[src/rtl/modulo_bit.sv]
// Free-running modulo-MOD cycle counter with a one-cycle zero strobe; MODULO_BIT_PHASE_OUT_EN adds a 2*MOD square-wave phase output.
// Latency: count and zero are registered and change on the same edge; the first strobe comes on the MOD-th edge after release.
// Backpressure: none; the counter free-runs whenever rst is high.
module modulo_bit #(
  parameter int MOD = 8,
  localparam int CW = (MOD > 1) ? $clog2(MOD) : 1
) (
  input  logic          clk,
  input  logic          rst,
`ifdef MODULO_BIT_PHASE_OUT_EN
  output logic          phase,
`endif
  output logic          zero,
  output logic [CW-1:0] count
);

  generate
    if (MOD < 1) begin : g_bad_mod
      $error("modulo_bit: MOD must be >= 1");
    end
  endgenerate

  logic          last;
  logic [CW-1:0] nxt;

  // Equality compare so non-power-of-two moduli wrap exactly like powers of two.
  always_comb begin
    last = (count == CW'(MOD - 1));
    nxt  = last ? '0 : count + CW'(1);
  end

  always_ff @(posedge clk) begin
    if (!rst) begin
      count <= '0;
      zero  <= 1'b0;
`ifdef MODULO_BIT_PHASE_OUT_EN
      phase <= 1'b0;
`endif
    end else begin
      count <= nxt;
      zero  <= (nxt == '0);
`ifdef MODULO_BIT_PHASE_OUT_EN
      phase <= phase ^ (nxt == '0);
`endif
    end
  end

endmodule

[config.mk]
export PLATFORM = sky130hd
export DESIGN_NAME = modulo_bit
export DESIGN_NICKNAME = d
export VERILOG_FILES = /design/src/rtl/modulo_bit.sv
export SDC_FILE = /design/constraint.sdc
export NUM_CORES = 1
export LEC_CHECK = 0
export ABC_AREA = 1
export CAP_MARGIN = 10
export CORE_AREA = 3 3 40 42
export CTS_CLUSTER_SIZE = 16
export DETAILED_ROUTE_END_ITERATION = 16
export DIE_AREA = 0 0 43 45
export PLACE_DENSITY_LB_ADDON = 0.2
export SYNTH_ARGS = -nofsm -noshare
export SYNTH_HDL_FRONTEND = slang
export SYNTH_SLANG_ARGS = --single-unit
[constraint.sdc]
create_clock -name clk -period 1.3 [get_ports clk]
set_input_delay 0.195 -clock clk [delete_from_list [all_inputs] [get_ports clk]]
set_output_delay 0.195 -clock clk [all_outputs]
set_load 0.005 [all_outputs]
* After elaboration in Yosys (flattened, before gate mapping)
Cells that the tools add are included.
** Operators by class
- Add/sub/neg operators :: 1
- Equal/unequal tests :: 1
- Multiplexer cells :: 1
- Reductions and logical operators :: 1
** Operators by type and width (number)
- adder 3 x 1 -> 3 bit, second input constant :: 1
- equality test 3 bit, second input constant :: 1
- zero test 3 bit :: 1
- two-way mux 3 bit :: 1
** Storage, ports and cells
- Register bits :: 4
- Output and inout port bits :: 4

* Longest topological paths before layout
Gate-level depths: netlist of run 1.
- Depth after elaboration :: 3
- Gate-level depth with buffers :: 4
- Gate-level depth less buffers :: 4

* Least setup slack after synthesis of run 1
No wires, ideal clock.
- Path type :: reg2reg
- From :: register count[0]
- To :: register count[2]
- Library setup time :: 0.109 ns
- Data arrival time :: 0.847 ns
- Setup slack :: 0.344 ns
- Cell stages (with the launch flop) :: 5
- Buffers on the path :: 0
- Clock period less this slack :: 0.956 ns
- Path through :: dfxtp_1 ha_1 ha_1 nand2_1 inv_1
** Between the ends
- Cells in the longest elaborated chain, start to end :: 2
** RTL lines
- start, declared :: line 14 : output logic [CW-1:0] count
- start signal, assigned :: line 40 : count <= nxt;
- adder 3 x 1 -> 3 bit or equality test 3 bit (tied branches) :: line 29, 28
- two-way mux 3 bit (*) :: line 29 : nxt = last ? '0 : count + CW'(1);
- named net nxt[2] :: line 24 : logic [CW-1:0] nxt;
The timed path passes the listed nets; every way through them passes the cells marked *.
A chain may end at the register's enable or synchronous reset.

* Worst setup path in the final report of run 1
- From :: register count[0]
- To :: output count[0]
No word-level cell between the ends.

==> summary.txt, run 1 <==
Logic synthesis
  • Number of instances in the synthesized netlist: 15
  • Proportion of synthesized chip area in sequential cells: 0.577
  • Number of library cell types mapped by synthesis: 5
  • Average cell area after synthesis: 9.26 um^2
  • Seq cells post-synth: 4
  • Syn_nets: 19
  • Cell area after synthesis: 139 um^2
  • Syn. warnings: 0

Global route
  • Largest net degree at the start of global routing: 5
  • Via count of the first global-routing pass: 102
  • Wire length of the first global-routing pass: 420 um
  • Total overflow reported by the global router: 0
  • Total track usage: 0.0391
  • Number of antenna violations at the first check in global routing: 0

Timing
  • Number of hold violations in the final report: 0
  • Setup TNS: 0 ns
  • Number of failing setup endpoints in the final timing report: 0
  • Setup repair after global routing missed its margin: false
  • Final worst clock skew: 0.00414 ns
  • Period minus WS final: 1.25 ns
  • Share of the clock period used by the worst path: 0.965
  • Highest Clock Rate: 798 MHz
  • Final worst-path setup slack: 0.0461 ns
  • Transition time at the pin with the least slew margin: 0.137 ns
  • Headroom to the max-slew limit: 0.908
  • Max-slew violation total from the final report: 0

Layout
  • Number of antenna cells inserted: 0
  • Fill count: 141
  • Area added between synthesis and finish: 70.3%
  • Share of post-route cells with drive strength above 1: 0.174
  • Final design utilization: 0.184
  • Total number of nets in the final design: 29

Routing
  • Via density: 2.84
  • Average wire per cell in the routed design: 6.74 um
  • Initial DRC count: 1
  • Antenna violation net count after detailed routing: 0
  • Iteration count of the initial detailed-routing pass: 2
  • Vias after detailed routing: 108
  • Remaining DRCs: 0
  • Total Wirelength: 256 um

Floorplanning
  • Starting density of the core: 0.108
  • Std-Cell Rows: 13
  • Std-Cell Core Area: 1280 um^2
  • Die span in y: 45 um
  • Die Area: 1940 um^2
  • Horiz. Die Dim: 43 um
  • I/O pin count: 6

Flow run
  • Max-cap violations: 0

Place
  • Pre-CTS setup slack: 0.261 ns
  • Routability-driven placement congestion ratio: 0.601
  • Number of buffer cells added on primary ports: 5

CTS
  • Clock latency on the worst-skew pair: 0.23 ns
  • Clock-pin slew of the registers on the worst-case setup and hold paths: 0.04 ns
  • Maximum level of the CTS H-tree: 1
  • Clock Tree Buf Depth: 2
  • Clock tree sinks: 4
  • Clk Tree Root Cell: sky130_fd_sc_hd__clkbuf_4
  • Clock tree from TritonCTS: yes
  • Number of buffers added to fix hold violations after cts: 0
  • Number of buffers created by CTS: 3

Critical path
  • Required @ worst endpoint: 1.11 ns
  • Worst path cell trace: clkdlybuf4s50_1
  • Setup Crit Path Kind: reg -> out
  • Cell family with most CP delay: buffers and inverters
  • Endpoint type of the worst setup path: output pin
  • Crit path buffers/inverters: 1
  • Startpoint type of the worst setup path: register
  • CP max stage delay: 0.50 ns
  • Worst-path maximum fanout: 3
  • Worst-path cell with the longest stage delay: sky130_fd_sc_hd__clkdlybuf4s50_1
  • Worst Path Arrival: 1.06 ns

Run status
  • Status: complete, no violations

Pwr
  • Maximum VDD drop: 324 uV
  • Leak: 0.158 nW
  • PwrDens: 1360 nW/um^2
  • Post-layout power: 0.000323 W

Worst hold path
  • Kind of path behind the tightest hold check: reg -> reg
## report_power, final
part           total [W]  switching (W)  internal, W
Sequential      0.000137     0.00000471     0.000132
Clock           0.000154      0.0000511     0.000103
Combinational  0.0000316      0.0000121    0.0000194
## state kept, by name (all words and copies together) (netlist names)
signal  cells
count       3
zero        1
## cells in the mapped netlist (all sizes together)
cell type | n | area share
inv | 4 | 0.11
dfxtp | 4 | 0.58
nor2 | 1 | 0.027
nand2 | 4 | 0.11
ha | 2 | 0.18
## routing by layer
| layer | routed length [um] | vias to the layer above | GRT usage | part of all wire |
|---|---|---|---|---|
| met5 | 0 | - | 0 | 0 |
| met4 | 0 | 0 | 0.0542 | 0 |
| met3 | 62 | 0 | 0.0637 | 0.24 |
| met2 | 63 | 6 | 0.0240 | 0.25 |
| met1 | 130 | 42 | 0.0337 | 0.51 |
| li1 | - | 60 | - | - |
## cells by family after synthesis
kind of cell,Yosys count,share of synthesized area
and+or+nand+nor,5,0.135
DFF,4,0.577
buffers and inverters,4,0.108
adders and majority gates,2,0.180
## timing repair
action,CTS,global route
setup endpoints to repair,0,3
gates resized for setup,0,3
buffers inserted,0,0
## layout make-up
class                      instances  area (um^2)  share of cell area
sequential                         4         81.3               0.344
multi-input combinational          7         43.8               0.185
inverter                           4         15.0              0.0635
timing repair buffer               5         55.1               0.233
clock buffer                       3         22.5              0.0952
tap                               15         18.8              0.0794
## final timing paths
| kind | startpoint | to | slack (ns) | cells after the start |
|---|---|---|---|---|
| hold reg to reg | count[0] | count[0] | 0.48 | 3 |
| setup / recovery | count[0] | count[0] | 0.05 | 1 |
| setup reg to reg | count[0] | count[2] | 0.32 | 4 |
| hold / removal | count[0] | count[0] | 0.48 | 3 |
## per-stage QoR
| stage | instances | area (um^2) | hold WS (ns) |
|---|---|---|---|
| 2_1_floorplan | 15 | 139 | 0.288 |
| 3_3_place_gp | 35 | 208 | 0.497 |
| 3_5_place_dp | 35 | 208 | 0.499 |
| 4_1_cts | 38 | 230 | 0.511 |
| 5_1_grt | 38 | 236 | 0.508 |
| 6_report | 38 | 236 | 0.479 |
## cell usage in the layout, fill, tap and decap left out
cell                              n
sky130_fd_sc_hd__nand2_1          4
sky130_fd_sc_hd__inv_1            4
sky130_fd_sc_hd__clkbuf_4         3
sky130_fd_sc_hd__dfxtp_1          3
sky130_fd_sc_hd__clkdlybuf4s50_1  3
sky130_fd_sc_hd__ha_1             2
sky130_fd_sc_hd__dlymetal6s2s_1   2
sky130_fd_sc_hd__nor2_1           1
sky130_fd_sc_hd__dfxtp_2          1
## tightest hold or removal path: stages, from the launching register on
cell and delay, ns:
sky130_fd_sc_hd__dfxtp_2 0.33, sky130_fd_sc_hd__inv_1 0.04, sky130_fd_sc_hd__nand2_1 0.04, sky130_fd_sc_hd__nor2_1 0.03
No activity file was read; power rests on OpenSTA's default activity.
==> run 2: changes to the inputs <==
--- a/config.mk
+++ b/config.mk
@@ -5,7 +5,6 @@
 export SDC_FILE = /design/constraint.sdc
 export NUM_CORES = 1
 export LEC_CHECK = 0
-export ABC_AREA = 1
 export CAP_MARGIN = 10
 export CORE_AREA = 3 3 40 42
 export CTS_CLUSTER_SIZE = 16
==> summary.txt, run 2 <==
Routing
  • Initial DRC count: 3 (was 1)
  • Average wire per cell in the routed design: 7.85 um (was 6.74 um)
  • Total Wirelength: 259 um (was 256 um)
  • Antenna violation net count after detailed routing: 0 (unchanged)
  • Via density: 3.09 (was 2.84)
  • Remaining DRCs: 0 (unchanged)
  • Iteration count of the initial detailed-routing pass: 2 (unchanged)
  • Vias after detailed routing: 102 (was 108)

Layout
  • Register bank with the most flops: count (unchanged)
  • Share of post-route cells with drive strength above 1: 0.444 (was 0.174)
  • Post-route non-filler standard cell count: 33 (was 38)
  • Number of antenna cells inserted: 0 (unchanged)
  • Total number of nets in the final design: 24 (was 29)
  • Leading cell types in the layout, fill and taps excluded: 3 x sky130_fd_sc_hd__and2_2, 3 x sky130_fd_sc_hd__clkbuf_4, 3 x sky130_fd_sc_hd__dfxtp_1, 3 x sky130_fd_sc_hd__dlymetal6s2s_1 (was 4 x sky130_fd_sc_hd__nand2_1, 4 x sky130_fd_sc_hd__inv_1, 3 x sky130_fd_sc_hd__clkbuf_4, 3 x sky130_fd_sc_hd__dfxtp_1, 3 x sky130_fd_sc_hd__clkdlybuf4s50_1)
  • Area added between synthesis and finish: 71.4% (was 70.3%)
  • Fill count: 134 (was 141)
  • Post-route cell area: 240 um^2 (was 236 um^2)
  • Top flop regs: count (3), zero (1) (unchanged)
  • Number of flip-flops under the largest register name: 3 (unchanged)

Floorplanning
  • Starting density of the core: 0.109 (was 0.108)
  • Std-Cell Core Area: 1280 um^2 (unchanged)
  • Die Area: 1940 um^2 (unchanged)
  • I/O pin count: 6 (unchanged)
  • Std-Cell Rows: 13 (unchanged)
  • Horiz. Die Dim: 43 um (unchanged)
  • Die span in y: 45 um (unchanged)

CTS
  • Clock tree from TritonCTS: yes (unchanged)
  • Post-CTS setup buffers: 0 (unchanged)
  • Number of buffers created by CTS: 3 (unchanged)
  • Clk Tree Root Cell: sky130_fd_sc_hd__clkbuf_4 (unchanged)
  • Clock-pin slew of the registers on the worst-case setup and hold paths: 0.04 ns (about the same)
  • Clock tree sinks: 4 (unchanged)
  • Maximum level of the CTS H-tree: 1 (unchanged)
  • Clock latency on the worst-skew pair: 0.24 ns (was 0.23 ns)
  • Number of buffers added to fix hold violations after cts: 0 (unchanged)
  • Clock Tree Buf Depth: 2 (unchanged)

Logic synthesis
  • Cell types occupying the most area after synthesis: sky130_fd_sc_hd__dfxtp_1 57%, sky130_fd_sc_hd__ha_1 18%, sky130_fd_sc_hd__and2_2 16% (was sky130_fd_sc_hd__dfxtp_1 58%, sky130_fd_sc_hd__ha_1 18%, sky130_fd_sc_hd__inv_1 11%)
  • Syn. warnings: 0 (unchanged)
  • Share of async-settable or async-resettable flops after synthesis: 0 (unchanged)
  • Proportion of synthesized chip area in sequential cells: 0.571 (was 0.577)
  • Top cell type's share of synthesized area: 0.571 (was 0.577)
  • Seq cells post-synth: 4 (unchanged)
  • Number of library cell types mapped by synthesis: 4 (was 5)
  • Average cell area after synthesis: 14.0 um^2 (was 9.26 um^2)
  • Main synth FF type: sky130_fd_sc_hd__dfxtp_1 (unchanged)
  • Most common cell in the synthesized netlist: sky130_fd_sc_hd__dfxtp_1
  • Cell area after synthesis: 140 um^2 (was 139 um^2)
  • Ranking of synthesized cells by instance count: 4 x sky130_fd_sc_hd__dfxtp_1, 3 x sky130_fd_sc_hd__and2_2, 2 x sky130_fd_sc_hd__ha_1 (was 4 x sky130_fd_sc_hd__dfxtp_1, 4 x sky130_fd_sc_hd__inv_1, 4 x sky130_fd_sc_hd__nand2_1)
  • Number of instances in the synthesized netlist: 10 (was 15)
  • Syn_nets: 14 (was 19)
  • Number of flops mapped to enable cells by yosys: 0 (unchanged)
  • Library cell with the largest summed area after synthesis: sky130_fd_sc_hd__dfxtp_1 (unchanged)

Global route
  • Via count of the first global-routing pass: 118 (was 102)
  • Total overflow reported by the global router: 0 (unchanged)
  • Routing layer with the top usage in global route: met3 (unchanged)
  • Wire length of the first global-routing pass: 489 um (was 420 um)
  • Global routing met2 resource utilization: 0.0419 (was 0.0240)
  • Largest net degree at the start of global routing: 5 (unchanged)
  • Number of antenna violations at the first check in global routing: 0 (unchanged)
  • Global-route track usage on met1: 0.0386 (was 0.0337)
  • Total track usage: 0.0433 (was 0.0391)
  • GR Layer Usage met3: 0.0757 (was 0.0637)

Place
  • Pre-CTS setup slack: 0.227 ns (was 0.261 ns)
  • Routability-driven placement congestion ratio: 0.619 (was 0.601)
  • Number of buffer cells added on primary ports: 5 (unchanged)
  • Cell count after placement: 30 (was 35)
  • Post-DP HPWL: 172 um
  • Total cell area at the placement stage: 209 um^2 (was 208 um^2)

Timing
  • Setup TNS: 0 ns (unchanged)
  • Final worst-path setup slack: 0.0819 ns (was 0.0461 ns)
  • Headroom to the max-slew limit: 0.922 (was 0.908)
  • Transition time at the pin with the least slew margin: 0.117 ns (was 0.137 ns)
  • Share of the clock period used by the worst path: 0.937 (was 0.965)
  • Final worst clock skew: 0.00295 ns (was 0.00414 ns)
  • Number of hold violations in the final report: 0 (unchanged)
  • Number of failing setup endpoints in the final timing report: 0 (unchanged)
  • Highest Clock Rate: 821 MHz (was 798 MHz)
  • Setup repair after global routing missed its margin: false (unchanged)
  • Period minus WS final: 1.22 ns (was 1.25 ns)
  • Max-slew violation total from the final report: 0 (unchanged)

Critical path
  • Worst path cell trace: clkdlybuf4s50_1 (unchanged)
  • Required @ worst endpoint: 1.11 ns (about the same)
  • Startpoint type of the worst setup path: register (unchanged)
  • CP max stage delay: 0.49 ns (was 0.50 ns)
  • Setup Crit Path Kind: reg -> out (unchanged)
  • Crit path buffers/inverters: 1 (unchanged)
  • Cell family with most CP delay: buffers and inverters (unchanged)
  • Worst Path Arrival: 1.02 ns (was 1.06 ns)
  • Worst-path maximum fanout: 1 (was 3)
  • Endpoint type of the worst setup path: output pin (unchanged)
  • Worst-path cell with the longest stage delay: sky130_fd_sc_hd__clkdlybuf4s50_1 (unchanged)

Worst hold path
  • Kind of path behind the tightest hold check: reg -> reg (unchanged)

Pwr
  • PwrDens: 1330 nW/um^2 (was 1360 nW/um^2)
  • Leak: 0.146 nW (was 0.158 nW)
  • Maximum VDD drop: 465 uV (was 324 uV)

Run status
  • Status: complete, no violations (unchanged)

Flow run
  • Max-cap violations: 0 (unchanged)
==> run 2: path summary, 6_finish.rpt <==
path	cells past startpoint	start	end	slack, ns
setup / recovery	1	zero	zero	0.08
hold / removal	1	count[0]	count[0]	0.43
setup reg to reg	3	count[0]	count[2]	0.23
hold reg to reg	1	count[0]	count[0]	0.43
==> run 2: area by class of cell <==
| type | count | area (um^2) | area share |
|---|---|---|---|
| well taps | 15 | 18.8 | 0.0781 |
| flip-flops and latches | 4 | 81.3 | 0.339 |
| repair buffers | 5 | 57.6 | 0.240 |
| multi-input cells | 6 | 60.1 | 0.250 |
| clock buffers | 3 | 22.5 | 0.0938 |
==> run 2: through the flow <==
| step | hold WS, ns | util | total power, W |
|---|---|---|---|
| after floorplan | 0.331 | - | 0.000149 |
| after global placement | 0.466 | 0.163 | 0.000170 |
| after detailed placement | 0.473 | 0.163 | 0.000170 |
| after CTS | 0.430 | 0.181 | 0.000332 |
| after global routing | 0.447 | 0.187 | 0.000350 |
| final | 0.427 | 0.187 | 0.000320 |
==> run 2: logic make-up after synthesis <==
kind of cell | share of synthesized area
and+or+nand+nor | 0.250
adders and majority gates | 0.179
DFF | 0.571
==> run 2: power by group <==
| part | internal (W) | switching, W |
|---|---|---|
| clock network | 0.000103 | 0.0000510 |
| logic | 0.0000205 | 0.00000827 |
| registers | 0.000132 | 0.00000506 |
| total | 0.000256 | 0.0000644 |
==> run 2: timing repair <==
item,CTS,global route
endpoints found under the setup margin,1,3
cloned,0,0
gates resized for setup,1,3
==> run 2: routing by layer <==
metal / up-vias / routed length (um)
met2: 10 / 74
met3: 0 / 64
met4: 0 / 0
met5: - / 0
li1: 49 / -
met1: 43 / 120
==> run 3: changes to the inputs <==
--- a/config.mk
+++ b/config.mk
@@ -6,10 +6,10 @@
 export NUM_CORES = 1
 export LEC_CHECK = 0
 export CAP_MARGIN = 10
-export CORE_AREA = 3 3 40 42
+export CORE_AREA = 2 2 39 41
 export CTS_CLUSTER_SIZE = 16
 export DETAILED_ROUTE_END_ITERATION = 16
-export DIE_AREA = 0 0 43 45
+export DIE_AREA = 0 0 41 43
 export PLACE_DENSITY_LB_ADDON = 0.2
 export SYNTH_ARGS = -nofsm -noshare
 export SYNTH_HDL_FRONTEND = slang
==> summary.txt, run 3 (synthesis results as in run 2) <==
Run status
  • Status: complete, no violations (unchanged)

Pwr
  • Maximum VDD drop: 519 uV (was 465 uV)
  • PwrDens: 1320 nW/um^2 (was 1330 nW/um^2)
  • Post-layout power: 0.000313 W (was 0.000320 W)
  • Leak: 0.113 nW (was 0.146 nW)

Critical path
  • Worst-path cell with the longest stage delay: sky130_fd_sc_hd__clkdlybuf4s50_1 (unchanged)
  • Startpoint type of the worst setup path: register (unchanged)
  • Beginning of the worst register-to-register path: count[0] (unchanged)
  • Cell family with most CP delay: buffers and inverters (unchanged)
  • Required @ worst endpoint: 1.11 ns (about the same)
  • Worst path cell trace: clkdlybuf4s50_1 (unchanged)
  • Setup Crit Path Kind: reg -> out (unchanged)
  • Endpoint type of the worst setup path: output pin (unchanged)
  • Crit path from: count[2] (was zero)
  • Worst-path maximum fanout: 2 (was 1)
  • Crit path buffers/inverters: 1 (unchanged)
  • CP max stage delay: 0.50 ns (was 0.49 ns)
  • Worst Path Arrival: 1.05 ns (was 1.02 ns)

Routing
  • Vias after detailed routing: 100 (was 102)
  • Average wire per cell in the routed design: 5.91 um (was 7.85 um)
  • Total Wirelength: 201 um (was 259 um)
  • Antenna violation net count after detailed routing: 0 (unchanged)
  • Remaining DRCs: 0 (unchanged)
  • Initial DRC count: 0 (was 3)
  • Iteration count of the initial detailed-routing pass: 1 (was 2)
  • Via density: 2.94 (was 3.09)

CTS
  • Clock latency on the worst-skew pair: 0.23 ns (was 0.24 ns)
  • Clock tree sinks: 4 (unchanged)
  • Clock tree from TritonCTS: yes (unchanged)
  • Post-CTS setup buffers: 0 (unchanged)
  • Clock Tree Buf Depth: 2 (unchanged)
  • Maximum level of the CTS H-tree: 1 (unchanged)
  • Clk Tree Root Cell: sky130_fd_sc_hd__clkbuf_4 (unchanged)
  • Number of buffers created by CTS: 3 (unchanged)
  • Number of buffers added to fix hold violations after cts: 0 (unchanged)
  • Clock-pin slew of the registers on the worst-case setup and hold paths: 0.03 ns (was 0.04 ns)

Place
  • Cell count after placement: 31 (was 30)
  • Pre-CTS setup slack: 0.220 ns (was 0.227 ns)
  • Post-DP HPWL: 162 um (was 172 um)
  • Number of buffer cells added on primary ports: 5 (unchanged)
  • Routability-driven placement congestion ratio: 0.546 (was 0.619)

Timing
  • Number of hold violations in the final report: 0 (unchanged)
  • Setup repair after global routing missed its margin: false (unchanged)
  • Max-slew violation total from the final report: 0 (unchanged)
  • Number of failing setup endpoints in the final timing report: 0 (unchanged)
  • Share of the clock period used by the worst path: 0.956 (was 0.937)
  • Period minus WS final: 1.24 ns (was 1.22 ns)
  • Final worst clock skew: 0.00118 ns (was 0.00295 ns)
  • Final worst-path setup slack: 0.0571 ns (was 0.0819 ns)
  • Setup TNS: 0 ns (unchanged)
  • Transition time at the pin with the least slew margin: 0.112 ns (was 0.117 ns)
  • Headroom to the max-slew limit: 0.925 (was 0.922)
  • Highest Clock Rate: 805 MHz (was 821 MHz)

Worst hold path
  • Kind of path behind the tightest hold check: reg -> reg (unchanged)
  • Min-delay src: count[0] (unchanged)

Layout
  • Post-route non-filler standard cell count: 34 (was 33)
  • Leading cell types in the layout, fill and taps excluded: 4 x sky130_fd_sc_hd__clkdlybuf4s50_1, 3 x sky130_fd_sc_hd__and2_2, 3 x sky130_fd_sc_hd__clkbuf_4, 3 x sky130_fd_sc_hd__dfxtp_1, 2 x sky130_fd_sc_hd__ha_1 (was 3 x sky130_fd_sc_hd__and2_2, 3 x sky130_fd_sc_hd__clkbuf_4, 3 x sky130_fd_sc_hd__dfxtp_1, 3 x sky130_fd_sc_hd__dlymetal6s2s_1)
  • Share of post-route cells with drive strength above 1: 0.444 (unchanged)
  • Most frequent standard cell in the layout excluding fill and tap cells: sky130_fd_sc_hd__clkdlybuf4s50_1
  • Total number of nets in the final design: 24 (unchanged)
  • Top flop regs: count (3), zero (1) (unchanged)
  • Number of flip-flops under the largest register name: 3 (unchanged)
  • Number of antenna cells inserted: 0 (unchanged)
  • Area added between synthesis and finish: 68.8% (was 71.4%)
  • Register bank with the most flops: count (unchanged)

Floorplanning
  • Die span in y: 43 um (was 45 um)
  • Horiz. Die Dim: 41 um (was 43 um)
  • Std-Cell Rows: 14 (was 13)
  • I/O pin count: 6 (unchanged)
  • Std-Cell Core Area: 1380 um^2 (was 1280 um^2)
  • Starting density of the core: 0.101 (was 0.109)
  • Die Area: 1760 um^2 (was 1940 um^2)

Global route
  • Via count of the first global-routing pass: 95 (was 118)
  • Total overflow reported by the global router: 0 (unchanged)
  • Total track usage: 0.0451 (was 0.0433)
  • Number of antenna violations at the first check in global routing: 0 (unchanged)
  • Wire length of the first global-routing pass: 407 um (was 489 um)
  • Largest net degree at the start of global routing: 5 (unchanged)

Flow run
  • Max-cap violations: 0 (unchanged)
run 3: changes by cell type in the layout (fill, tap and decap cells not counted):
cell                              before  now
sky130_fd_sc_hd__clkdlybuf4s50_1       2    4
sky130_fd_sc_hd__dlymetal6s2s_1        3    1
run 3: stage by stage:
step / hold slack (ns) / cell area, um^2 / util
floorplan: 0.331 / 140 / -
global placement: 0.473 / 210 / 0.152
detailed placement: 0.475 / 210 / 0.152
CTS: 0.432 / 234 / 0.169
global route: 0.455 / 236 / 0.171
finish: 0.428 / 236 / 0.171
run 3: worst register-to-register path: stages (launching register included):
cell and delay [ns]:
sky130_fd_sc_hd__dfxtp_2 0.32, sky130_fd_sc_hd__ha_1 0.19, sky130_fd_sc_hd__ha_1 0.26, sky130_fd_sc_hd__and2_2 0.18
run 3: area by class of cell:
type                    instances  area (um^2)
well taps                      16         20.0
multi-input cells               6         60.1
flip-flops and latches          4         81.3
repair buffers                  5         52.6
clock buffers                   3         22.5
fillers                       149         1150
run 3: path summary, 6_finish.rpt:
path	cells after the start	to	slack, ns
worst max-delay path	1	count[2]	0.06
worst min-delay path	1	count[0]	0.43
worst max register to register	3	count[2]	0.24
worst min register to register	1	count[0]	0.43
run 3: power breakdown:
| group | internal (W) | total, W | leakage, nW | switching (W) |
|---|---|---|---|---|
| registers | 0.000132 | 0.000137 | 0.0330 | 0.00000518 |
| logic | 0.0000221 | 0.0000304 | 0.0664 | 0.00000825 |
| clock network | 0.000103 | 0.000145 | 0.0138 | 0.0000426 |
| total | 0.000257 | 0.000313 | 0.113 | 0.0000560 |
run 3: repair_timing:
item                                    in CTS  in global routing
resized for setup                            1                  1
endpoints found under the setup margin       1                  1
gates cloned                                 0                  0
run 3: metal layers:
metal / vias to the layer above / wire length, um / track usage
met3: 0 / 45 / 0.0785
met1: 41 / 87 / 0.0481
met5: - / 0 / 0
met2: 7 / 68 / 0.0281
met4: 0 / 0 / 0.0400
li1: 52 / - / -
